File: config.mk
export PLATFORM = sky130hd
export DESIGN_NAME = mem_arbiter_flat
export DESIGN_NICKNAME = d
export VERILOG_FILES = /design/src/rtl/mem_arbiter_if.sv /design/src/rtl/mem_arbiter.sv /design/src/flat_wrapper.sv
export SDC_FILE = /design/constraint.sdc
export NUM_CORES = 1
export LEC_CHECK = 0
export ABC_AREA = 1
export BUFFER_PORTS_ARGS = -buffer_cell sky130_fd_sc_hd__buf_2
export CAP_MARGIN = 20
export CORE_UTILIZATION = 43
export CTS_CLUSTER_SIZE = 12
export DETAILED_ROUTE_END_ITERATION = 8
export PLACE_DENSITY = 0.8
export SLEW_MARGIN = 15
export SYNTH_ARGS = -nofsm -noshare
export SYNTH_HDL_FRONTEND = slang
export SYNTH_SLANG_ARGS = --single-unit
File: constraint.sdc
create_clock -name CLK -period 3.8 [get_ports CLK]
set_clock_uncertainty 0.1 [all_clocks]
set_input_delay 0.38 -clock CLK [delete_from_list [all_inputs] [get_ports CLK]]
set_output_delay 0.38 -clock CLK [all_outputs]
set_load 0.005 [all_outputs]
File: src/rtl/mem_arbiter_if.sv
// Shared bus between the fetch port, the data port and the single-port RAM.
interface mem_arbiter_if #(
    parameter int unsigned ADDR_W = 8
);
    localparam int unsigned DATA_W = 32;
    localparam int unsigned MASK_W = 4;

    // Fetch port
    logic              i_req;
    logic [ADDR_W-1:0] i_addr;
    logic              i_gnt;
    logic              i_rvalid;
    logic [DATA_W-1:0] i_rdata;

    // Data port
    logic              d_req;
    logic              d_we;
    logic [MASK_W-1:0] d_wmask;
    logic [ADDR_W-1:0] d_addr;
    logic [DATA_W-1:0] d_wdata;
    logic              d_gnt;
    logic              d_rvalid;
    logic [DATA_W-1:0] d_rdata;

    // RAM side
    logic              mem_en;
    logic [MASK_W-1:0] mem_wmask;
    logic [ADDR_W-1:0] mem_addr;
    logic [DATA_W-1:0] mem_wdata;
    logic [DATA_W-1:0] mem_rdata;

    // Arbiter view
    modport slave (
        input  i_req, i_addr,
        output i_gnt, i_rvalid, i_rdata,
        input  d_req, d_we, d_wmask, d_addr, d_wdata,
        output d_gnt, d_rvalid, d_rdata,
        output mem_en, mem_wmask, mem_addr, mem_wdata,
        input  mem_rdata
    );

    // Requester / RAM-model view
    modport master (
        output i_req, i_addr,
        input  i_gnt, i_rvalid, i_rdata,
        output d_req, d_we, d_wmask, d_addr, d_wdata,
        input  d_gnt, d_rvalid, d_rdata,
        input  mem_en, mem_wmask, mem_addr, mem_wdata,
        output mem_rdata
    );
endinterface

File: src/rtl/mem_arbiter.sv
// Round-robin arbiter sharing one synchronous single-port RAM between a
// fetch port and a data port, with saturating performance counters.
module mem_arbiter #(
    parameter int unsigned ADDR_W = 8,
    parameter int unsigned CNT_W  = 32
) (
    input  logic             CLK,
    input  logic             RESET,
    mem_arbiter_if.slave     bus,
    output logic [CNT_W-1:0] cnt_i,
    output logic [CNT_W-1:0] cnt_d,
    output logic [CNT_W-1:0] cnt_conf
);
    localparam int unsigned DATA_W = 32;
    localparam int unsigned MASK_W = 4;

    typedef enum logic [1:0] {
        OWN_NONE = 2'd0,
        OWN_I    = 2'd1,
        OWN_D    = 2'd2
    } owner_e;

    owner_e              tag_q, tag_d;
    logic                last_d_q, last_d_d;
    logic [DATA_W-1:0]   i_rdata_q, i_rdata_d;
    logic [DATA_W-1:0]   d_rdata_q, d_rdata_d;
    logic [CNT_W-1:0]    cnt_i_q, cnt_i_d;
    logic [CNT_W-1:0]    cnt_d_q, cnt_d_d;
    logic [CNT_W-1:0]    cnt_conf_q, cnt_conf_d;

    logic                i_gnt_c, d_gnt_c;
    logic                i_rvalid_c, d_rvalid_c;
    logic [DATA_W-1:0]   i_rdata_c, d_rdata_c;
    logic                mem_en_c;
    logic [MASK_W-1:0]   mem_wmask_c;
    logic [ADDR_W-1:0]   mem_addr_c;
    logic [DATA_W-1:0]   mem_wdata_c;

    // Grant decision and RAM command; data wins a conflict unless it was served last
    always_comb begin
        i_gnt_c     = 1'b0;
        d_gnt_c     = 1'b0;
        mem_addr_c  = bus.i_addr;
        mem_wmask_c = '0;
        mem_wdata_c = '0;
        if (!RESET) begin
            if (bus.d_req && (!bus.i_req || !last_d_q)) begin
                d_gnt_c = 1'b1;
            end else if (bus.i_req) begin
                i_gnt_c = 1'b1;
            end
        end
        if (d_gnt_c) begin
            mem_addr_c = bus.d_addr;
            if (bus.d_we) begin
                mem_wmask_c = bus.d_wmask;
                mem_wdata_c = bus.d_wdata;
            end
        end
        mem_en_c = i_gnt_c | d_gnt_c;
    end

    // Read return: the owner tag steers RAM data to the port that issued the read
    always_comb begin
        i_rvalid_c = (tag_q == OWN_I) && !RESET;
        d_rvalid_c = (tag_q == OWN_D) && !RESET;
        i_rdata_c  = i_rvalid_c ? bus.mem_rdata : i_rdata_q;
        d_rdata_c  = d_rvalid_c ? bus.mem_rdata : d_rdata_q;
    end

    // Next-state: owner tag, round-robin pointer, held read data, saturating counters
    always_comb begin
        tag_d      = OWN_NONE;
        last_d_d   = last_d_q;
        i_rdata_d  = i_rdata_c;
        d_rdata_d  = d_rdata_c;
        cnt_i_d    = cnt_i_q;
        cnt_d_d    = cnt_d_q;
        cnt_conf_d = cnt_conf_q;
        if (i_gnt_c) begin
            tag_d    = OWN_I;
            last_d_d = 1'b0;
        end else if (d_gnt_c) begin
            last_d_d = 1'b1;
            if (!bus.d_we) begin
                tag_d = OWN_D;
            end
        end
        if (i_gnt_c && (cnt_i_q != '1)) begin
            cnt_i_d = cnt_i_q + CNT_W'(1);
        end
        if (d_gnt_c && (cnt_d_q != '1)) begin
            cnt_d_d = cnt_d_q + CNT_W'(1);
        end
        if (bus.i_req && bus.d_req && (cnt_conf_q != '1)) begin
            cnt_conf_d = cnt_conf_q + CNT_W'(1);
        end
    end

    // State registers with synchronous reset
    always_ff @(posedge CLK) begin
        if (RESET) begin
            tag_q      <= OWN_NONE;
            last_d_q   <= 1'b0;
            i_rdata_q  <= '0;
            d_rdata_q  <= '0;
            cnt_i_q    <= '0;
            cnt_d_q    <= '0;
            cnt_conf_q <= '0;
        end else begin
            tag_q      <= tag_d;
            last_d_q   <= last_d_d;
            i_rdata_q  <= i_rdata_d;
            d_rdata_q  <= d_rdata_d;
            cnt_i_q    <= cnt_i_d;
            cnt_d_q    <= cnt_d_d;
            cnt_conf_q <= cnt_conf_d;
        end
    end

    assign bus.i_gnt     = i_gnt_c;
    assign bus.d_gnt     = d_gnt_c;
    assign bus.i_rvalid  = i_rvalid_c;
    assign bus.d_rvalid  = d_rvalid_c;
    assign bus.i_rdata   = i_rdata_c;
    assign bus.d_rdata   = d_rdata_c;
    assign bus.mem_en    = mem_en_c;
    assign bus.mem_wmask = mem_wmask_c;
    assign bus.mem_addr  = mem_addr_c;
    assign bus.mem_wdata = mem_wdata_c;
    assign cnt_i         = cnt_i_q;
    assign cnt_d         = cnt_d_q;
    assign cnt_conf      = cnt_conf_q;
endmodule

File: src/flat_wrapper.sv
// flat-port wrapper written by rule: the top's interface ports become plain ports
module mem_arbiter_flat 
#(
    parameter int unsigned ADDR_W = 8,
    parameter int unsigned CNT_W  = 32
)
  (CLK, RESET, cnt_i, cnt_d, cnt_conf, bus_i_req, bus_i_addr, bus_i_gnt, bus_i_rvalid, bus_i_rdata, bus_d_req, bus_d_we, bus_d_wmask, bus_d_addr, bus_d_wdata, bus_d_gnt, bus_d_rvalid, bus_d_rdata, bus_mem_en, bus_mem_wmask, bus_mem_addr, bus_mem_wdata, bus_mem_rdata);
  mem_arbiter_if #(.ADDR_W(ADDR_W)) bus_i ();
  input  logic CLK;
  input  logic RESET;
  output logic [CNT_W-1:0] cnt_i;
  output logic [CNT_W-1:0] cnt_d;
  output logic [CNT_W-1:0] cnt_conf;
  input wire logic [$bits(bus_i.i_req)-1:0] bus_i_req;
  input wire logic [$bits(bus_i.i_addr)-1:0] bus_i_addr;
  output wire logic [$bits(bus_i.i_gnt)-1:0] bus_i_gnt;
  output wire logic [$bits(bus_i.i_rvalid)-1:0] bus_i_rvalid;
  output wire logic [$bits(bus_i.i_rdata)-1:0] bus_i_rdata;
  input wire logic [$bits(bus_i.d_req)-1:0] bus_d_req;
  input wire logic [$bits(bus_i.d_we)-1:0] bus_d_we;
  input wire logic [$bits(bus_i.d_wmask)-1:0] bus_d_wmask;
  input wire logic [$bits(bus_i.d_addr)-1:0] bus_d_addr;
  input wire logic [$bits(bus_i.d_wdata)-1:0] bus_d_wdata;
  output wire logic [$bits(bus_i.d_gnt)-1:0] bus_d_gnt;
  output wire logic [$bits(bus_i.d_rvalid)-1:0] bus_d_rvalid;
  output wire logic [$bits(bus_i.d_rdata)-1:0] bus_d_rdata;
  output wire logic [$bits(bus_i.mem_en)-1:0] bus_mem_en;
  output wire logic [$bits(bus_i.mem_wmask)-1:0] bus_mem_wmask;
  output wire logic [$bits(bus_i.mem_addr)-1:0] bus_mem_addr;
  output wire logic [$bits(bus_i.mem_wdata)-1:0] bus_mem_wdata;
  input wire logic [$bits(bus_i.mem_rdata)-1:0] bus_mem_rdata;
  assign bus_i.i_req = bus_i_req;
  assign bus_i.i_addr = bus_i_addr;
  assign bus_i_gnt = bus_i.i_gnt;
  assign bus_i_rvalid = bus_i.i_rvalid;
  assign bus_i_rdata = bus_i.i_rdata;
  assign bus_i.d_req = bus_d_req;
  assign bus_i.d_we = bus_d_we;
  assign bus_i.d_wmask = bus_d_wmask;
  assign bus_i.d_addr = bus_d_addr;
  assign bus_i.d_wdata = bus_d_wdata;
  assign bus_d_gnt = bus_i.d_gnt;
  assign bus_d_rvalid = bus_i.d_rvalid;
  assign bus_d_rdata = bus_i.d_rdata;
  assign bus_mem_en = bus_i.mem_en;
  assign bus_mem_wmask = bus_i.mem_wmask;
  assign bus_mem_addr = bus_i.mem_addr;
  assign bus_mem_wdata = bus_i.mem_wdata;
  assign bus_i.mem_rdata = bus_mem_rdata;
  mem_arbiter #(.ADDR_W(ADDR_W), .CNT_W(CNT_W)) u_core (.CLK(CLK), .RESET(RESET), .bus(bus_i), .cnt_i(cnt_i), .cnt_d(cnt_d), .cnt_conf(cnt_conf));
endmodule
==> results.json <==
{
  "yosysSeqAreaShare_pct": 36.0,
  "synth_top_cell_by_area": "dfxtp_1",
  "ir_worst_vdd_uv": 276,
  "grt_busiest_layer": "met2",
  "power_density_mw_per_mm2": 344,
  "tightestPinTransition_ns": 0.999,
  "numCtsBuffers": 17,
  "dieArea_mm2": 0.0217,
  "dp_cells": 1961,
  "dr.pass1.iters": 5,
  "ys_top_cells_by_area": "dfxtp_1 36%, nand2_1 14%, nor2_1 12%",
  "grt_use_total_pct": 25.9,
  "instances_no_fill": 1997,
  "grt_pass1_vias": 8945,
  "setup-tns-final_ns": 0,
  "synth_enable_flop_cells": 0,
  "crit_path_top_delay_cell": "buf_4",
  "path_class": "register to output port",
  "hold_viol": 0,
  "p_leak_nw": 5.73,
  "cts_tree": "done",
  "routabilityCongestion": 0.936,
  "async_flop_share_pct": 0,
  "synth_cell_type_count": 33,
  "num_rows": 52,
  "fmax_ghz": 0.374,
  "num_vias": 10036,
  "drc": 0,
  "crit_path_end_kind": "output port",
  "critPathMaxStageDelay_ns": 0.64,
  "synth.top_cell.area_share_pct": 36.0,
  "power_mw": 3.88,
  "postCtsSetupRepairBufs": 0,
  "drv_slew": 0,
  "die_w_um": 147,
  "crit_arrival_ns": 2.19,
  "grt_max_degree": 98,
  "cts_resized": 0,
  "synth-seq-cells": 163,
  "cp-start-kind": "register",
  "worst-path-buf-inv": 3,
  "synthTopCellsByCount": "339 x nand2_1, 295 x nor2_1, 175 x inv_1, 163 x dfxtp_1, 92 x a21oi_1",
  "drt-initial-drc-count": 596,
  "clkTransAtPathRegs_ns": 0.07,
  "period_share_pct": 70.3,
  "setup_viol": 0,
  "maxCapViolations": 0,
  "cts_buffer_depth": 2,
  "crit_required_ns": 3.32,
  "synthCells": 1447,
  "worstPathCellList": "nor3_4 -> buf_4 -> or2_2 -> inv_1 -> a21oi_1 -> buf_2",
  "period_needed_ns": 2.67,
  "crit_family": "buffers and inverters",
  "coreArea_mm2": 0.0204,
  "grt_use_met3_pct": 5.40,
  "grt-ovfl-total": 0,
  "wl_mm": 28.4,
  "fp.dieH_um": 147,
  "mappedNetlistArea_mm2": 0.00906,
  "outcome": "finished, final reports clean",
  "drive_gt1_share_pct": 25.5,
  "syn_avg_cell_area_um2": 6.26,
  "viasPerCell": 5.03,
  "fillers": 2021,
  "ys_warn_count": 0,
  "cts_max_level": 4,
  "drtAntennaViolNets": 0,
  "syn_nets": 1539,
  "holdCritPathClass": "primary input to register",
  "antenna_found_initial": 8,
  "maxSlewHeadroom_pct": 33.4,
  "clock_latency_ns": 0.43,
  "final_nets": 1802,
  "ctsHoldBuffers": 0,
  "grt_pass1_wl_mm": 45.1,
  "ios": 298,
  "port-buffer-count": 297,
  "wl_per_cell_um": 14.2,
  "yosysMostFrequentCell": "nand2_1",
  "hpwl_mm": 21.7,
  "rsz0062_at_grt": "false",
  "cp_max_fo": 97,
  "grt_use_met2_pct": 45.4,
  "ys.flop_type": "dfxtp_1",
  "area_delta_synth_final_pct": 24.6,
  "clock_sinks": 163,
  "cts_root_buf": "clkbuf_16",
  "initial_core_util_pct": 44.3,
  "use_met1_pct": 31.5
}
==> per-layer routing <==
layer,up-vias,part of all wire (%),routed length (um)
li1,5060,-,-
met4,2,2.5,717
met1,4567,42,11800
met5,-,0.060,17
met3,44,7.4,2100
met2,363,48,13800
==> power breakdown <==
part / leakage, nW / switching [mW] / internal [mW]
Combinational: 4.12 / 0.217 / 0.154
Sequential: 1.32 / 0.0127 / 1.74
Clock: 0.295 / 0.810 / 0.943
Total: 5.73 / 1.04 / 2.84
==> final cells by class <==
| class | instances | area (um^2) | area share [%] |
|---|---|---|---|
| tap | 270 | 338 | 2.99 |
| timing repair buffer | 303 | 1530 | 13.6 |
| sequential | 163 | 3260 | 28.9 |
| antenna | 4 | 10.0 | 0.0887 |
| multi-input combinational | 1044 | 4850 | 43.0 |
| inverter | 181 | 681 | 6.03 |
| clock buffer | 17 | 425 | 3.77 |
| clock inverter | 15 | 188 | 1.66 |
==> final timing paths <==
check	start	endpoint	slack, ns	depth (start not counted)
worst min-delay path	RESET	u_core.i_rdata_q[28]$_SDFF_PP0_	0.12	2
worst max register to register	u_core.cnt_d[0]$_SDFFE_PP0P_	u_core.cnt_d[18]$_SDFFE_PP0P_	1.41	10
worst max-delay path	u_core.tag_q[0]$_SDFF_PP0_	bus_d_rdata[1]	1.13	6
worst min register to register	u_core.cnt_d[1]$_SDFFE_PP0P_	u_core.cnt_d[1]$_SDFFE_PP0P_	0.40	2
==> logic make-up after synthesis <==
| family | synth area share (%) |
|---|---|
| and+or+nand+nor | 41.0 |
| xor gates and xnor gates | 1.35 |
| adders and majority gates | 0.414 |
| DFF | 36.0 |
| AOI/OAI and AO/OA | 10.7 |
| buffers and inverters | 10.5 |
==> state kept, by name, indices dropped and copies added (netlist names) <==
| signal | cells |
|---|---|
| u_core.d_rdata_q | 32 |
| u_core.cnt_d | 32 |
| u_core.tag_q | 2 |
| u_core.last_d_q | 1 |
| u_core.i_rdata_q | 32 |
| u_core.cnt_i | 32 |
| u_core.cnt_conf | 32 |
==> metrics by stage <==
stage          area (um^2)  setup WS, ns  util (%)  hold slack, ns
6_report             11300          1.13      55.2           0.122
5_1_grt              11300         0.946      55.2           0.123
4_1_cts              11300          1.12      55.2           0.109
3_5_place_dp         10700          1.27      52.2           0.397
3_3_place_gp         10700          1.36      52.2           0.383
2_1_floorplan         9060          1.95         -           0.374
==> worst reg2reg max path, delay by kind of cell, from the launching register on <==
family                     cells  cell delay [ns]
buffers and inverters          1             0.43
DFF                            1             0.38
adders and majority gates      1             0.18
and+or+nand+nor                8             1.26
==> cell usage in the layout (no fill, tap or decap), types with 4 or more instances in the layout <==
cell type    n
o21ai_0     39
or2_2       65
a211oi_1    32
inv_1      175
nand3b_1    10
buf_4        6
nand2_1    339
a21oi_1     92
nand4_1     30
nor2_1     295
a31oi_1      7
inv_2        5
buf_2      297
xor2_1      10
clkbuf_16   17
clkinv_8     5
nor2_2      15
nor2_4       4
dfxtp_1    163
inv_6        4
nand2_2      8
diode_2      4
nand3_1     77
xnor2_1      4
No activity file was read; power rests on OpenSTA's default activity.
